`src/rtl/ins_fetch.sv`:
```
// Instruction fetch stage: loadable program RAM, opcode screen, and a 2-entry
// prefetch FIFO that hands {pc, word} to the execute stage.
module ins_fetch #(
  parameter int IW     = 20,
  parameter int AW     = 4,
  parameter int OP_MAX = 12
) (
  input  logic          clk,
  input  logic          rst_n,
  input  logic          ld_en,
  input  logic [AW-1:0] ld_addr,
  input  logic [IW-1:0] ld_data,
  input  logic [AW:0]   prog_len,
  input  logic          start,
  output logic          ins_valid,
  input  logic          ins_ready,
  output logic [IW-1:0] ins_data,
  output logic [AW-1:0] ins_pc,
  output logic          busy,
  output logic          done,
  output logic          illegal
);

  localparam int DEPTH = 2**AW;

  typedef enum logic [1:0] {IDLE, FETCH, DRAIN, DONE} state_t;

  state_t state_q, state_d;

  logic [IW-1:0]    mem [DEPTH];
  logic [AW:0]      pc_q, len_q, pc_nxt;
  logic             rd_vld_q;
  logic [AW-1:0]    rd_pc_q;
  logic [IW-1:0]    rd_data_q;
  logic             illegal_q;
  logic [IW+AW-1:0] fifo_q [2];
  logic             wr_ptr_q, rd_ptr_q;
  logic [1:0]       cnt_q;

  logic       idle_like, start_ok, ld_ok, push, pop, ret_bad, rd_issue;
  logic [3:0] ret_op;
  logic [2:0] occ;

  // Handshake: a word moves to the execute stage on a rising edge where
  // ins_valid & ins_ready; while ins_valid=1 & ins_ready=0 the FIFO head, and so
  // ins_data/ins_pc, cannot change, and ins_valid only falls after a transfer.
  assign idle_like = (state_q == IDLE) || (state_q == DONE);
  assign start_ok  = start && idle_like;
  assign ld_ok     = ld_en && idle_like;
  assign ret_op    = rd_data_q[IW-1 -: 4];
  assign ret_bad   = rd_vld_q && ((ret_op == 4'd0) || (ret_op > 4'(OP_MAX)));
  assign push      = rd_vld_q && !ret_bad && !illegal_q;
  assign pop       = ins_valid && ins_ready;
  assign pc_nxt    = pc_q + {{AW{1'b0}}, 1'b1};

  // Occupancy after this edge's pop; counting the pop keeps 1 word/cycle with
  // ins_ready high while still never holding more than 2 words plus reads.
  assign occ      = {1'b0, cnt_q} + {2'b00, rd_vld_q} - {2'b00, pop};
  assign rd_issue = (state_q == FETCH) && !ret_bad && !illegal_q && (occ < 3'd2);

  assign ins_valid = (cnt_q != 2'd0);
  assign ins_data  = ins_valid ? fifo_q[rd_ptr_q][IW+AW-1:AW] : '0;
  assign ins_pc    = ins_valid ? fifo_q[rd_ptr_q][AW-1:0] : '0;
  assign busy      = (state_q == FETCH) || (state_q == DRAIN);
  assign done      = (state_q == DONE);
  assign illegal   = illegal_q;

  always_comb begin
    state_d = state_q;
    case (state_q)
      IDLE, DONE: begin
        if (start) state_d = (prog_len == '0) ? DONE : FETCH;
      end
      FETCH: begin
        if (ret_bad)                           state_d = DRAIN;
        else if (rd_issue && pc_nxt == len_q)  state_d = DRAIN;
      end
      DRAIN: begin
        if (!rd_vld_q && cnt_q == 2'd0) state_d = DONE;
      end
      default: state_d = IDLE;
    endcase
  end

  always_ff @(posedge clk or negedge rst_n) begin
    if (!rst_n) begin
      state_q   <= IDLE;
      pc_q      <= '0;
      len_q     <= '0;
      rd_vld_q  <= 1'b0;
      rd_pc_q   <= '0;
      illegal_q <= 1'b0;
      wr_ptr_q  <= 1'b0;
      rd_ptr_q  <= 1'b0;
      cnt_q     <= 2'd0;
    end else begin
      state_q  <= state_d;
      rd_vld_q <= rd_issue;
      if (rd_issue) begin
        rd_pc_q <= pc_q[AW-1:0];
        pc_q    <= pc_nxt;
      end
      if (start_ok) begin
        pc_q      <= '0;
        len_q     <= prog_len;
        illegal_q <= 1'b0;
      end else if (ret_bad) begin
        illegal_q <= 1'b1;
      end
      if (push) wr_ptr_q <= ~wr_ptr_q;
      if (pop)  rd_ptr_q <= ~rd_ptr_q;
      case ({push, pop})
        2'b10:   cnt_q <= cnt_q + 2'd1;
        2'b01:   cnt_q <= cnt_q - 2'd1;
        default: cnt_q <= cnt_q;
      endcase
    end
  end

  // Storage without reset: program RAM, read data register and FIFO slots.
  always_ff @(posedge clk) begin
    if (ld_ok)    mem[ld_addr] <= ld_data;
    if (rd_issue) rd_data_q    <= mem[pc_q[AW-1:0]];
    if (push)     fifo_q[wr_ptr_q] <= {rd_data_q, rd_pc_q};
  end

endmodule

```
`config.mk`:
```
export PLATFORM = sky130hd
export DESIGN_NAME = ins_fetch
export DESIGN_NICKNAME = d
export VERILOG_FILES = /design/src/rtl/ins_fetch.sv
export SDC_FILE = /design/constraint.sdc
export NUM_CORES = 1
export LEC_CHECK = 0
export CAP_MARGIN = 20
export CORE_MARGIN = 2
export CORE_UTILIZATION = 60
export CTS_CLUSTER_SIZE = 16
export DETAILED_ROUTE_END_ITERATION = 12
export PLACE_DENSITY_LB_ADDON = 0.1
export SYNTH_ARGS = -nofsm -noshare
export SYNTH_HDL_FRONTEND = slang
export SYNTH_SLANG_ARGS = --single-unit
export TNS_END_PERCENT = 20
```
`constraint.sdc`:
```
create_clock -name clk -period 4.2 [get_ports clk]
set_input_delay 1.26 -clock clk [delete_from_list [all_inputs] [get_ports clk]]
set_output_delay 1.26 -clock clk [all_outputs]
set_load 0.01 [all_outputs]
```
=== Word level (Yosys, flattened, before mapping) ===
Memory sizes are Yosys's and may differ from the RTL's. A register that Yosys moved wholly into a read port is not among the register bits.
Index checks and enable logic that the tools add are counted.

* Add/subtract/negate cells: 5
* $lt $le $gt $ge: 2
* Equal/unequal tests: 9
* Mux-type cells: 17
* Bitwise logic cells: 2
* Reduce and logical (&&, ||, !) cells: 27

{| class="wikitable"
|+ Operator list
! kind !! number
|-
| $mux W20 || 1
|-
| $logic_and A1 B1 Y1 || 11
|-
| $mux W2 || 5
|-
| $mux W5 || 2
|-
| $reduce_bool A2 Y1 || 4
|-
| $eq A2 B2 Y1 const B || 3
|-
| $mux W1 || 6
|-
| $pmux W2 S3 || 1
|-
| $add A5 B1 Y5 const B || 1
|-
| $eq A5 B5 Y1 || 1
|-
| $logic_not A5 Y1 || 1
|-
| $eq A2 B1 Y1 const B || 2
|-
| $gt A4 B4 Y1 const B || 1
|-
| $logic_not A2 Y1 || 2
|-
| $logic_not A4 Y1 || 1
|-
| $mux W4 || 1
|-
| $pmux W2 S2 || 1
|-
| $add A2 B1 Y3 || 1
|-
| $logic_not A1 Y1 || 3
|-
| $logic_or A1 B1 Y1 || 3
|-
| $lt A3 B2 Y1 const B || 1
|-
| $ne A3 B2 Y1 const B || 1
|-
| $reduce_and A3 Y1 || 1
|-
| $sub A3 B1 Y3 || 1
|-
| 6 further kinds || 7
|}

* Register bits after elaboration: 22
* Bits in writable memories: 368
* Output and inout bits: 28
* Logic and storage cells: 73
* Memories kept: 2

{| class="wikitable"
|+ Memories
! memory !! depth !! bits a word !! read ports !! clocked after Yosys merged registers in !! write ports !! line !! source
|-
| mem || 16 || 20 || 1 || 1 || 1 || 30 || <nowiki>logic [IW-1:0] mem [DEPTH];</nowiki>
|-
| fifo_q || 2 || 24 || 1 || 0 || 1 || 36 || <nowiki>logic [IW+AW-1:0] fifo_q [2];</nowiki>
|}

=== Depth between registers and ports, before layout ===
Gate-level depths: netlist of run 1.

* Word-level depth: 11
* Gate-level depth with buffers: 12
* Depth with buffers taken out: 10

=== Worst setup path after synthesis of run 1 ===
Ideal clock, no wire load.

* Path kind: input to register
* Start: input port ins_ready
* End: register rd_data_q[0], read port of mem (enable)
* Library setup time: 375 ps
* Arrival time: 3,366 ps
* Required time: 3,825 ps
* Setup slack: 458 ps
* Stages: 9
* Path buffers: 1
* Path through: nor2b_1 -> ha_1 -> nand2b_1 -> fa_1 -> nand2_1 -> nor3_2 -> nand2_1 -> buf_6 -> inv_1

* Cells in the longest elaborated chain, start to end: 4

{| class="wikitable"
|+ RTL lines
! what !! line !! source
|-
| start, declared || 16 || <nowiki>input logic ins_ready,</nowiki>
|-
| $logic_and A1 B1 Y1 || 53 || <nowiki>assign pop = ins_valid && ins_ready;</nowiki>
|-
| $sub A3 B1 Y3 || 58 || <nowiki>assign occ = {1'b0, cnt_q} + {2'b00, rd_vld_q} - {2'b00, pop};</nowiki>
|-
| $lt A3 B2 Y1 || 59 || <nowiki>assign rd_issue = (state_q == FETCH) && !ret_bad && !illegal_q && (occ < 3'd2);</nowiki>
|-
| $logic_and A1 B1 Y1 || 59 ||
|-
| via rd_issue || 40 || <nowiki>logic idle_like, start_ok, ld_ok, push, pop, ret_bad, rd_issue;</nowiki>
|-
| end, declared || 34 || <nowiki>logic [IW-1:0] rd_data_q;</nowiki>
|}

The timed path passes the listed nets, and every way through them passes these cells.
A chain may end at the register's enable or synchronous reset.

=== Worst setup path after layout of run 1 ===
* Start: input port ins_ready
* End: register rd_data_q[9], read port of mem (enable)

* Cells in the longest elaborated chain, start to end: 4

{| class="wikitable"
|+ RTL lines
! what !! line
|-
| $logic_and A1 B1 Y1 || 53
|-
| via pop || 40
|-
| $sub A3 B1 Y3 || 58
|-
| $lt A3 B2 Y1 || 59
|-
| $logic_and A1 B1 Y1 || 59
|-
| via rd_issue || 40
|}

The timed path passes the listed nets, and every way through them passes these cells.

==> out/results.txt, run 1 <==
Seq cells post-synth - 410
Post-synth EDFFs - 388
Max_slew headroom - 32.1%
Final Slew Violations - 0
Final worst setup slack - 0.738 ns
Power Dens Cells - 477 nW/um^2
Final wirelength - 30.4 mm
Worst vdd ir - 0.488 mV
Total core area - 26100 um^2
Drt pass-1 iters - 5
Clock-pin slew of the registers on the worst-case setup and hold paths - 0.06 ns
Setup TNS - 0 ns
Syn_area_per_cell - 20.3 um^2
Via count - 7608
Hold crit path type - reg2reg
Post-DR vias/cell - 6.07
Met2 Usage GRT - 39.0%
Avg WL per Cell - 24.2 um
Warnings from Yosys - 0
Routed Antenna Nets - 0
Most Crowded Layer GR - met2
Critical Path Sink Type - flip-flop
P_leak - 6.01 nW
Post-CTS Setup Inserts - 0
DRC - 0
Post-CTS Resized - 0
Post-Place Worst Slack - 0.229 ns
Filler cell count - 1534
Clock tree root buffer cell - clkbuf_16
Critical Path Source Type - input port
Remaining Overflow, GRT - 0
FF-to-FF path depth - 12
Worst slew pin tran - 1.02 ns
Main synth FF type - edfxtp_1
Initial drt markers - 656
Clk buf depth - 3
Synth async-reset ratio - 5.37%
Worst-Skew Late Latency - 0.52 ns
I/O Buffers - 61
Ranking of synthesized cells by area - edfxtp_1 (73%), mux4_2 (11%), dfrtp_1 (3.5%)
Antenna diodes - 0
RSZ-0062 raised after global routing - false
Status - complete, no violations
Final nets - 931
Post-cts hold buffer count - 0
Starting Density - 61.1%
Gr usage total - 22.7%
CTS Sinks - 410
Setup violations, final - 0
Critical Path RT - 4.42 ns
Synth cell count leaders - edfxtp_1 (388), mux4_2 (80), nor2_1 (48)
Reg2reg start - cnt_q[1]$_DFFE_PN0P_
Top cell type's share of synthesized area - 73.2%
Setup CP Type - in2reg
Final period utilization - 82.4%
Syn-to-layout area delta - 16.8%
Vias in the first global route - 7975
Max Clock Freq - 0.289 GHz
Skew final - 0.00930 ns
Mapped Area - 15900 um^2
Syn nets - 826
Die Wd - 167 um
First-pass GRT wire length - 47.1 mm
Yosys cell types - 40
Worst Hold Depth - 0
# rows - 59
Max-cap violations - 0
Met3 GRT Util - 3.26%
HPWL Detailed - 18.3 mm
Sequential fraction of the synthesis area - 76.6%
CTS tree - done
Share of cells above drive strength 1 - 22.4%
Dominant cell by count in the synthesized netlist - edfxtp_1
R2R Setup Slk - 1.16 ns
Area leader, netlist - edfxtp_1
Met1 Use GR - 31.0%
Worst Path Arrival - 3.68 ns
Pin count of the biggest net entering global routing - 37
Die area - 27900 um^2
Routability Congestion - 0.776
Top Ports - 62
Hold path start - rd_data_q[13]$_DFFE_PP_
Post-synthesis instance total - 784
Final Hold Viols - 0
Worst R2R End - rd_data_q[9]$_DFFE_PP_
Die H - 167 um
Initial antenna violation count - 0
Total CTS buffers - 41
Worst-path fanout max - 21
Min Tclk post-route - 3.46 ns
Max H-tree Level - 2
Hold path endpoint - fifo_q[0][17]$_DFFE_PP_
[placed cells by master, fill, tap and decap left out, types with 10 or more instances in the layout]
cell / netlist / layout
clkbuf_16: 0 / 44
nor2b_1: 21 / 21
dfrtp_1: 22 / 19
edfxtp_1: 388 / 388
buf_4: 4 / 32
nor2_1: 48 / 34
nand2_1: 23 / 23
xor2_1: 10 / 10
mux4_2: 80 / 80
a21oi_1: 23 / 23
mux2i_1: 44 / 44
clkbuf_1: 17 / 10
clkdlybuf4s50_1: 0 / 61
nor2_2: 0 / 14
a211oi_1: 22 / 22
[state kept, by name, summed over array words and instances, names as in the netlist]
register	count
mem	320
fifo_q	48
rd_data_q	20
len_q	5
pc_q	5
rd_pc_q	4
cnt_q	2
state_q	2
illegal	1
rd_ptr_q	1
rd_vld_q	1
wr_ptr_q	1
[cells by family after synthesis]
family / share of synthesized area [%]
compound gates: 2.12
mux: 14.4
fa+ha+maj: 0.676
flops: 76.6
buf+inv: 1.38
simple gates: 3.83
xor+xnor: 1.02
[stage by stage]
step / total power [mW] / utilization, % / instances / hold slack (ns) / instance area, um^2
detailed placement: 5.26 / 66.0 / 1180 / 0.436 / 17200
global placement: 5.24 / 65.9 / 1178 / 0.429 / 17200
global route: 9.16 / 71.4 / 1253 / 0.459 / 18600
finish: 8.87 / 71.4 / 1253 / 0.449 / 18600
floorplan: 4.91 / - / 784 / 0.421 / 15900
CTS: 8.94 / 71.3 / 1252 / 0.453 / 18600
[where the power goes]
| group | switching [mW] | internal, mW | total (mW) |
|---|---|---|---|
| Sequential | 0.0197 | 4.48 | 4.50 |
| Clock | 1.40 | 2.30 | 3.70 |
| Combinational | 0.318 | 0.352 | 0.670 |
| Total | 1.74 | 7.12 | 8.87 |
[critical path: stages]
cell and delay, ns:
clkdlybuf4s50_1 0.45, nor2b_1 0.21, ha_1 0.26, nand2b_1 0.16, fa_1 0.51, nand2_1 0.06
nor3_2 0.18, nand2_1 0.10, buf_4 0.19, inv_1 0.11, buf_12 0.17
[area by class of cell]
cell class	count	area, um^2	area share (%)
tap	335	419	2.25
clock buffer	53	1110	5.98
timing repair buffer	101	1010	5.41
inverter	8	30.0	0.161
clock inverter	19	269	1.45
multi-input combinational	327	3560	19.1
sequential	410	12200	65.6
[how the worst max path moves through the flow]
| stage | depth (start not counted) | slack [ns] | start | endpoint |
|---|---|---|---|---|
| floorplan | 9 | 0.46 | ins_ready | rd_data_q[0]$_DFFE_PP_ |
| CTS | 11 | 0.74 | ins_ready | rd_data_q[9]$_DFFE_PP_ |
| global route | 11 | 0.56 | ins_ready | rd_data_q[15]$_DFFE_PP_ |
| detailed placement | 11 | 0.23 | ins_ready | rd_data_q[5]$_DFFE_PP_ |
| finish | 11 | 0.74 | ins_ready | rd_data_q[9]$_DFFE_PP_ |
| global placement | 11 | 0.29 | ins_ready | rd_data_q[7]$_DFFE_PP_ |
[layer usage]
metal | vias to the layer above | part of all wire (%) | wire length, um
li1 | 3355 | - | -
met1 | 3955 | 40 | 12300
met2 | 253 | 52 | 15900
met3 | 45 | 5.0 | 1510
met4 | 0 | 2.3 | 688
met5 | - | 0 | 0
No activity file was read; power rests on OpenSTA's default activity.
==> inputs of run 2 (changes only) <==
==> constraint.sdc (replaced) <==
create_clock -name clk -period 3.41 [get_ports clk]
set_input_delay 1.023 -clock clk [delete_from_list [all_inputs] [get_ports clk]]
set_output_delay 1.023 -clock clk [all_outputs]
set_load 0.01 [all_outputs]
==> out/results.txt, run 2 (synthesized netlist as in run 1, its figures left out) <==
Biggest register - mem
Commonest non-fill, non-tap cell in the layout - edfxtp_1
RSZ-0062 raised after global routing - false
Pin count of the biggest net entering global routing - 43 (+16%)
Share of cells above drive strength 1 - 21.9% (-0.53 points)
Die area - 27900 um^2 (unchanged)
CTS Sinks - 410 (unchanged)
Max Clock Freq - 0.313 GHz
DRC - 0 (unchanged)
Post-CTS Resized - 0 (unchanged)
Max_slew headroom - 40.1% (+8.0 points)
Int Pwr - 8.31 mW (+17%)
Worst vdd ir - 0.556 mV (+14%)
Top Ports - 62 (unchanged)
Max-cap violations - 0 (unchanged)
CP cell instances - clkdlybuf4s50_1 -> nor2b_2 -> ha_1 -> nand2b_1 -> fa_1 -> nand2_1 -> nor3_2 -> nand2_1 -> a311o_1 -> or3_1
Met3 WL - 1.76 mm (+17%)
Gr usage total - 23.0% (+0.30 points)
Critical Path Source Type - input port
Total core area - 26100 um^2 (unchanged)
Worst Hold Depth - 0 (unchanged)
Status - complete, no violations
CTS tree - done
Final Slew Violations - 0 (unchanged)
CP max stage delay - 0.52 ns (about the same)
Die H - 167 um (unchanged)
Post-cts hold buffer count - 0 (unchanged)
Worst slew pin tran - 0.895 ns (-0.123 ns)
Top delay family on crit path - simple AND/OR/NAND/NOR gates
Total CTS buffers - 41 (unchanged)
Worst-Skew Late Latency - 0.53 ns (about the same)
Clk buf depth - 3 (unchanged)
DRT met1 WL - 12.6 mm (+2.8%)
Critical Path Sink Type - flip-flop
Vias in the first global route - 7807 (-2.1%)
Clock power share - 39.3% (-2.4 points)
Setup CP Type - in2reg
Routability Congestion - 0.715 (-7.8%)
Syn-to-layout area delta - 16.0%
Post-Place Worst Slack - -0.373 ns (-0.603 ns)
Psw - 2.14 mW (+23%)
FF-to-FF path depth - 10 (-2)
Filler cell count - 1574 (+2.6%)
Reg2reg start - cnt_q[1]$_DFFE_PN0P_
Hold path start - rd_data_q[3]$_DFFE_PP_
Critical path launch point - ins_ready
Final period utilization - 93.8%
HPWL Detailed - 17.3 mm (-5.5%)
# rows - 59 (unchanged)
Final Hold Viols - 0 (unchanged)
Critical Path RT - 3.82 ns (-0.60 ns)
Post-DR vias/cell - 6.10 (+0.40%)
Combinational share of power - 7.8% (+0.2 points)
Post-CTS Setup Inserts - 0 (unchanged)
Antenna diodes - 0 (unchanged)
Clock tree root buffer cell - clkbuf_16
Starting Density - 61.1% (unchanged)
Setup violations, final - 0 (unchanged)
Worst Path Arrival - 3.60 ns (-0.08 ns)
Flop pwr share - 53.0% (+2.3 points)
Die Wd - 167 um (unchanged)
Largest register FFs - 320 (unchanged)
Power Dens Cells - 566 nW/um^2 (+19%)
Initial antenna violation count - 1 (+1)
Routed Antenna Nets - 0 (unchanged)
Multi-input gate area - 3560 um^2 (about the same)
Cell mode on critical path - nand2_1
Hold crit path type - reg2reg
Clock-pin slew of the registers on the worst-case setup and hold paths - 0.06 ns (about the same)
Final wirelength - 31.0 mm (+2.1%)
Final worst setup slack - 0.213 ns (-0.526 ns)
Skew final - 0.0178 ns (+0.00850 ns)
Drt pass-1 iters - 5 (unchanged)
Avg WL per Cell - 24.9 um (+2.5%)
Worst-path fanout max - 3 (-86%)
Buf/Inv on CP - 1 (-3)
Min Tclk post-route - 3.20 ns
Initial drt markers - 582 (-11%)
Top sig layer - met4
Final nets - 926 (-0.54%)
Sw Ratio - 20.5% (+0.83 points)
P_leak - 5.91 nW (-1.7%)
I/O Buffers - 61 (unchanged)
First-pass GRT wire length - 47.5 mm (+0.89%)
Register area - 12200 um^2 (unchanged)
Max stage delay cell, worst path - fa_1
Critical Path Stages - 10 (-1)
Via count - 7608 (unchanged)
Largest regs - mem x320, fifo_q x48, rd_data_q x20
WL met2 - 16.0 mm (+0.83%)
Most frequent cells in the layout - edfxtp_1 (388), mux4_2 (80), clkdlybuf4s50_1 (61)
Max H-tree Level - 2 (unchanged)
Final Power - 10.5 mW (+18%)
Remaining Overflow, GRT - 0 (unchanged)
run 2: layout make-up:
type / count / area share [%]
tap: 335 / 2.27
timing repair buffer: 96 / 5.54
clock buffer: 53 / 6.03
clock inverter: 19 / 0.630
inverter: 8 / 0.183
multi-input combinational: 327 / 19.3
sequential: 410 / 66.1
run 2: final timing paths:
path                                           to  slack [ns]
max                        state_q[1]$_DFFE_PN0P_        0.21
min in group asynchronous  state_q[1]$_DFFE_PN0P_        1.00
min                        fifo_q[1][7]$_DFFE_PP_        0.45
max reg2reg                state_q[1]$_DFFE_PN0P_        0.59
max in group asynchronous     pc_q[0]$_DFFE_PN0P_        1.75
min reg2reg                fifo_q[1][7]$_DFFE_PP_        0.45
run 2: metrics by stage:
stage / hold WS (ns) / instances / setup TNS, ns / cell area [um^2] / utilization, %
after floorplan: 0.421 / 784 / 0 / 15900 / -
after global placement: 0.431 / 1176 / -9.23 / 17200 / 66.2
after detailed placement: 0.430 / 1176 / -9.83 / 17200 / 66.2
after CTS: 0.444 / 1248 / 0 / 18500 / 70.9
after global routing: 0.461 / 1248 / 0 / 18500 / 70.9
final: 0.446 / 1248 / 0 / 18500 / 70.9
run 2: per-layer routing:
layer / track usage, % / up-vias
met5: 0 / -
met4: 5.62 / 0
met3: 3.16 / 43
met2: 39.6 / 263
met1: 31.7 / 3948
li1: - / 3354
run 2: power by group through the flow:
stage	Sequential [mW]	Clock, mW	Combinational (mW)
2_1_floorplan	5.63	0	0.418
3_3_place_gp	5.64	0	0.801
3_5_place_dp	5.64	0	0.820
4_1_cts	5.54	4.16	0.820
5_1_grt	5.54	4.37	0.888
6_report	5.54	4.10	0.812
==> inputs of run 3 (changes only) <==
==> constraint.sdc (replaced) <==
create_clock -name clk -period 3.3 [get_ports clk]
set_input_delay 0.99 -clock clk [delete_from_list [all_inputs] [get_ports clk]]
set_output_delay 0.99 -clock clk [all_outputs]
set_load 0.01 [all_outputs]
==> out/results.txt, run 3 (synthesized netlist as in run 1, its figures left out) <==
Largest regs - mem x320, fifo_q x48, rd_data_q x20
Die H - 167 um (unchanged)
Met2 Usage GRT - 38.1% (-1.5 points)
Syn-to-layout area delta - 16.3%
HPWL Detailed - 17.9 mm (+3.3%)
Share of cells above drive strength 1 - 23.5% (+1.6 points)
Drt pass-1 iters - 5 (unchanged)
Hold crit path type - reg2reg
Critical Path Source Type - input port
Power Dens Cells - 591 nW/um^2 (+4.5%)
Final period utilization - 96.4%
Post-CTS Resized - 1 (+1)
Worst slew pin tran - 0.590 ns (-0.305 ns)
Clock power share - 39.9% (+0.6 points)
Most frequent cells in the layout - edfxtp_1 (388), mux4_2 (80), clkdlybuf4s50_1 (61)
Total CTS buffers - 41 (unchanged)
Die area - 27900 um^2 (unchanged)
Post-CTS Setup Inserts - 0 (unchanged)
Via count - 7508 (-1.3%)
Biggest register - mem
Sw Ratio - 20.1% (-0.34 points)
Max stage delay cell, worst path - fa_1
Status - complete, no violations
Cells after DPL - 1184 (+0.68%)
P_leak - 5.98 nW (+1.2%)
Min Tclk post-route - 3.18 ns
Initial drt markers - 754 (+30%)
Routed Antenna Nets - 0 (unchanged)
Worst vdd ir - 0.570 mV (+2.5%)
Combinational share of power - 7.8% (about the same)
Worst Path Arrival - 3.57 ns (-0.03 ns)
Gr usage total - 22.0% (-0.99 points)
Total core area - 26100 um^2 (unchanged)
Buf/Inv on CP - 1 (unchanged)
Largest register FFs - 320 (unchanged)
Post-cts hold buffer count - 0 (unchanged)
Max-cap violations - 0 (unchanged)
Met1 Use GR - 29.9% (-1.8 points)
Initial antenna violation count - 1 (unchanged)
Setup CP Type - in2reg
Flop pwr share - 52.3% (-0.7 points)
Remaining Overflow, GRT - 0 (unchanged)
CTS Sinks - 410 (unchanged)
First-pass GRT wire length - 45.7 mm (-3.8%)
Post-DR vias/cell - 5.98 (-1.9%)
Clk buf depth - 3 (unchanged)
Clock tree root buffer cell - clkbuf_16
Avg WL per Cell - 23.6 um (-5.0%)
Setup TNS - 0 ns (unchanged)
Critical Path RT - 3.69 ns (-0.13 ns)
Worst-Skew Late Latency - 0.52 ns (about the same)
Max_slew headroom - 60.7% (+21 points)
Die Wd - 167 um (unchanged)
CP cell instances - clkdlybuf4s50_1 -> nor2b_4 -> ha_1 -> nand2b_1 -> fa_1 -> nand2_1 -> nor3_2 -> nand2_1 -> a311o_1 -> or3_1
Routability Congestion - 0.766 (+7.1%)
CTS tree - done
Psw - 2.21 mW (+3.0%)
I/O Buffers - 61 (unchanged)
DRC - 0 (unchanged)
Skew final - 0.00574 ns (-0.0121 ns)
Final Hold Viols - 0 (unchanged)
Final Slew Violations - 0 (unchanged)
Vias in the first global route - 7624 (-2.3%)
Critical Path Sink Type - flip-flop
Clock-pin slew of the registers on the worst-case setup and hold paths - 0.06 ns (about the same)
Starting Density - 61.1% (unchanged)
# rows - 59 (unchanged)
Max Clock Freq - 0.315 GHz
Max H-tree Level - 2 (unchanged)
Top Ports - 62 (unchanged)
CP max stage delay - 0.51 ns (about the same)
Worst-path fanout max - 3 (unchanged)
Cell mode on critical path - nand2_1
Antenna diodes - 0 (unchanged)
Final Non-Filler Cells - 1255 (+0.56%)
Pin count of the biggest net entering global routing - 51 (+19%)
Top delay family on crit path - simple AND/OR/NAND/NOR gates
Met3 GRT Util - 3.40% (+0.24 points)
Final nets - 934 (+0.86%)
Commonest non-fill, non-tap cell in the layout - edfxtp_1
Final wirelength - 29.6 mm (-4.5%)
Most Crowded Layer GR - met2
Int Pwr - 8.74 mW (+5.2%)
Setup violations, final - 0 (unchanged)
==> run 3: path summary, 6_finish.rpt <==
check | slack [ns] | from | endpoint | cells past startpoint
max in group asynchronous | 1.95 | rst_n | rd_ptr_q$_DFFE_PN0P_ | 2
setup reg to reg | 0.39 | cnt_q[1]$_DFFE_PN0P_ | state_q[1]$_DFFE_PN0P_ | 10
setup / recovery | 0.12 | ins_ready | state_q[1]$_DFFE_PN0P_ | 10
hold reg to reg | 0.44 | rd_data_q[10]$_DFFE_PP_ | fifo_q[1][14]$_DFFE_PP_ | 0
hold / removal | 0.44 | rd_data_q[10]$_DFFE_PP_ | fifo_q[1][14]$_DFFE_PP_ | 0
min in group asynchronous | 0.80 | rst_n | len_q[4]$_DFFE_PN0P_ | 1
==> run 3: per-stage QoR <==
step	worst slack, ns	util (%)	area [um^2]	hold WS (ns)	power (mW)
finish	0.120	71.1	18500	0.444	11.0
floorplan	0.0488	-	15900	0.421	6.25
CTS	0.100	71.1	18500	0.444	11.0
detailed placement	-0.539	66.2	17200	0.431	6.68
global placement	-0.414	66.2	17200	0.432	6.66
global route	-0.0191	71.1	18500	0.453	11.3
==> run 3: power groups by stage <==
stage | clock network, mW | logic [mW] | registers [mW]
after floorplan | 0 | 0.432 | 5.82
after global placement | 0 | 0.831 | 5.83
after detailed placement | 0 | 0.854 | 5.83
after CTS | 4.47 | 0.857 | 5.72
after global routing | 4.67 | 0.925 | 5.72
final | 4.37 | 0.854 | 5.72
==> run 3: worst reg2reg max path: stages, from the launching register on <==
cell and delay [ns]:
dfrtp_1 0.46, nor2_1 0.26, nor2b_4 0.08, ha_1 0.27, nand2b_1 0.16, fa_1 0.51, nand2_1 0.07, nor3_2 0.22
nand2_1 0.11, a311o_1 0.32, or3_1 0.31
==> run 3: area by class of cell <==
class / instances / area, um^2
multi-input combinational: 327 / 3570
tap: 335 / 419
inverter: 8 / 33.8
fill: 1579 / 7530
clock inverter: 23 / 210
clock buffer: 48 / 1060
timing repair buffer: 104 / 1020
sequential: 410 / 12200
==> run 3: layer usage <==
layer,share of wire [%],routed length [um],vias up
met5,0,0,-
met4,2.1,618,0
met3,5.7,1690,51
met2,52,15500,224
met1,40,11800,3864
li1,-,-,3369
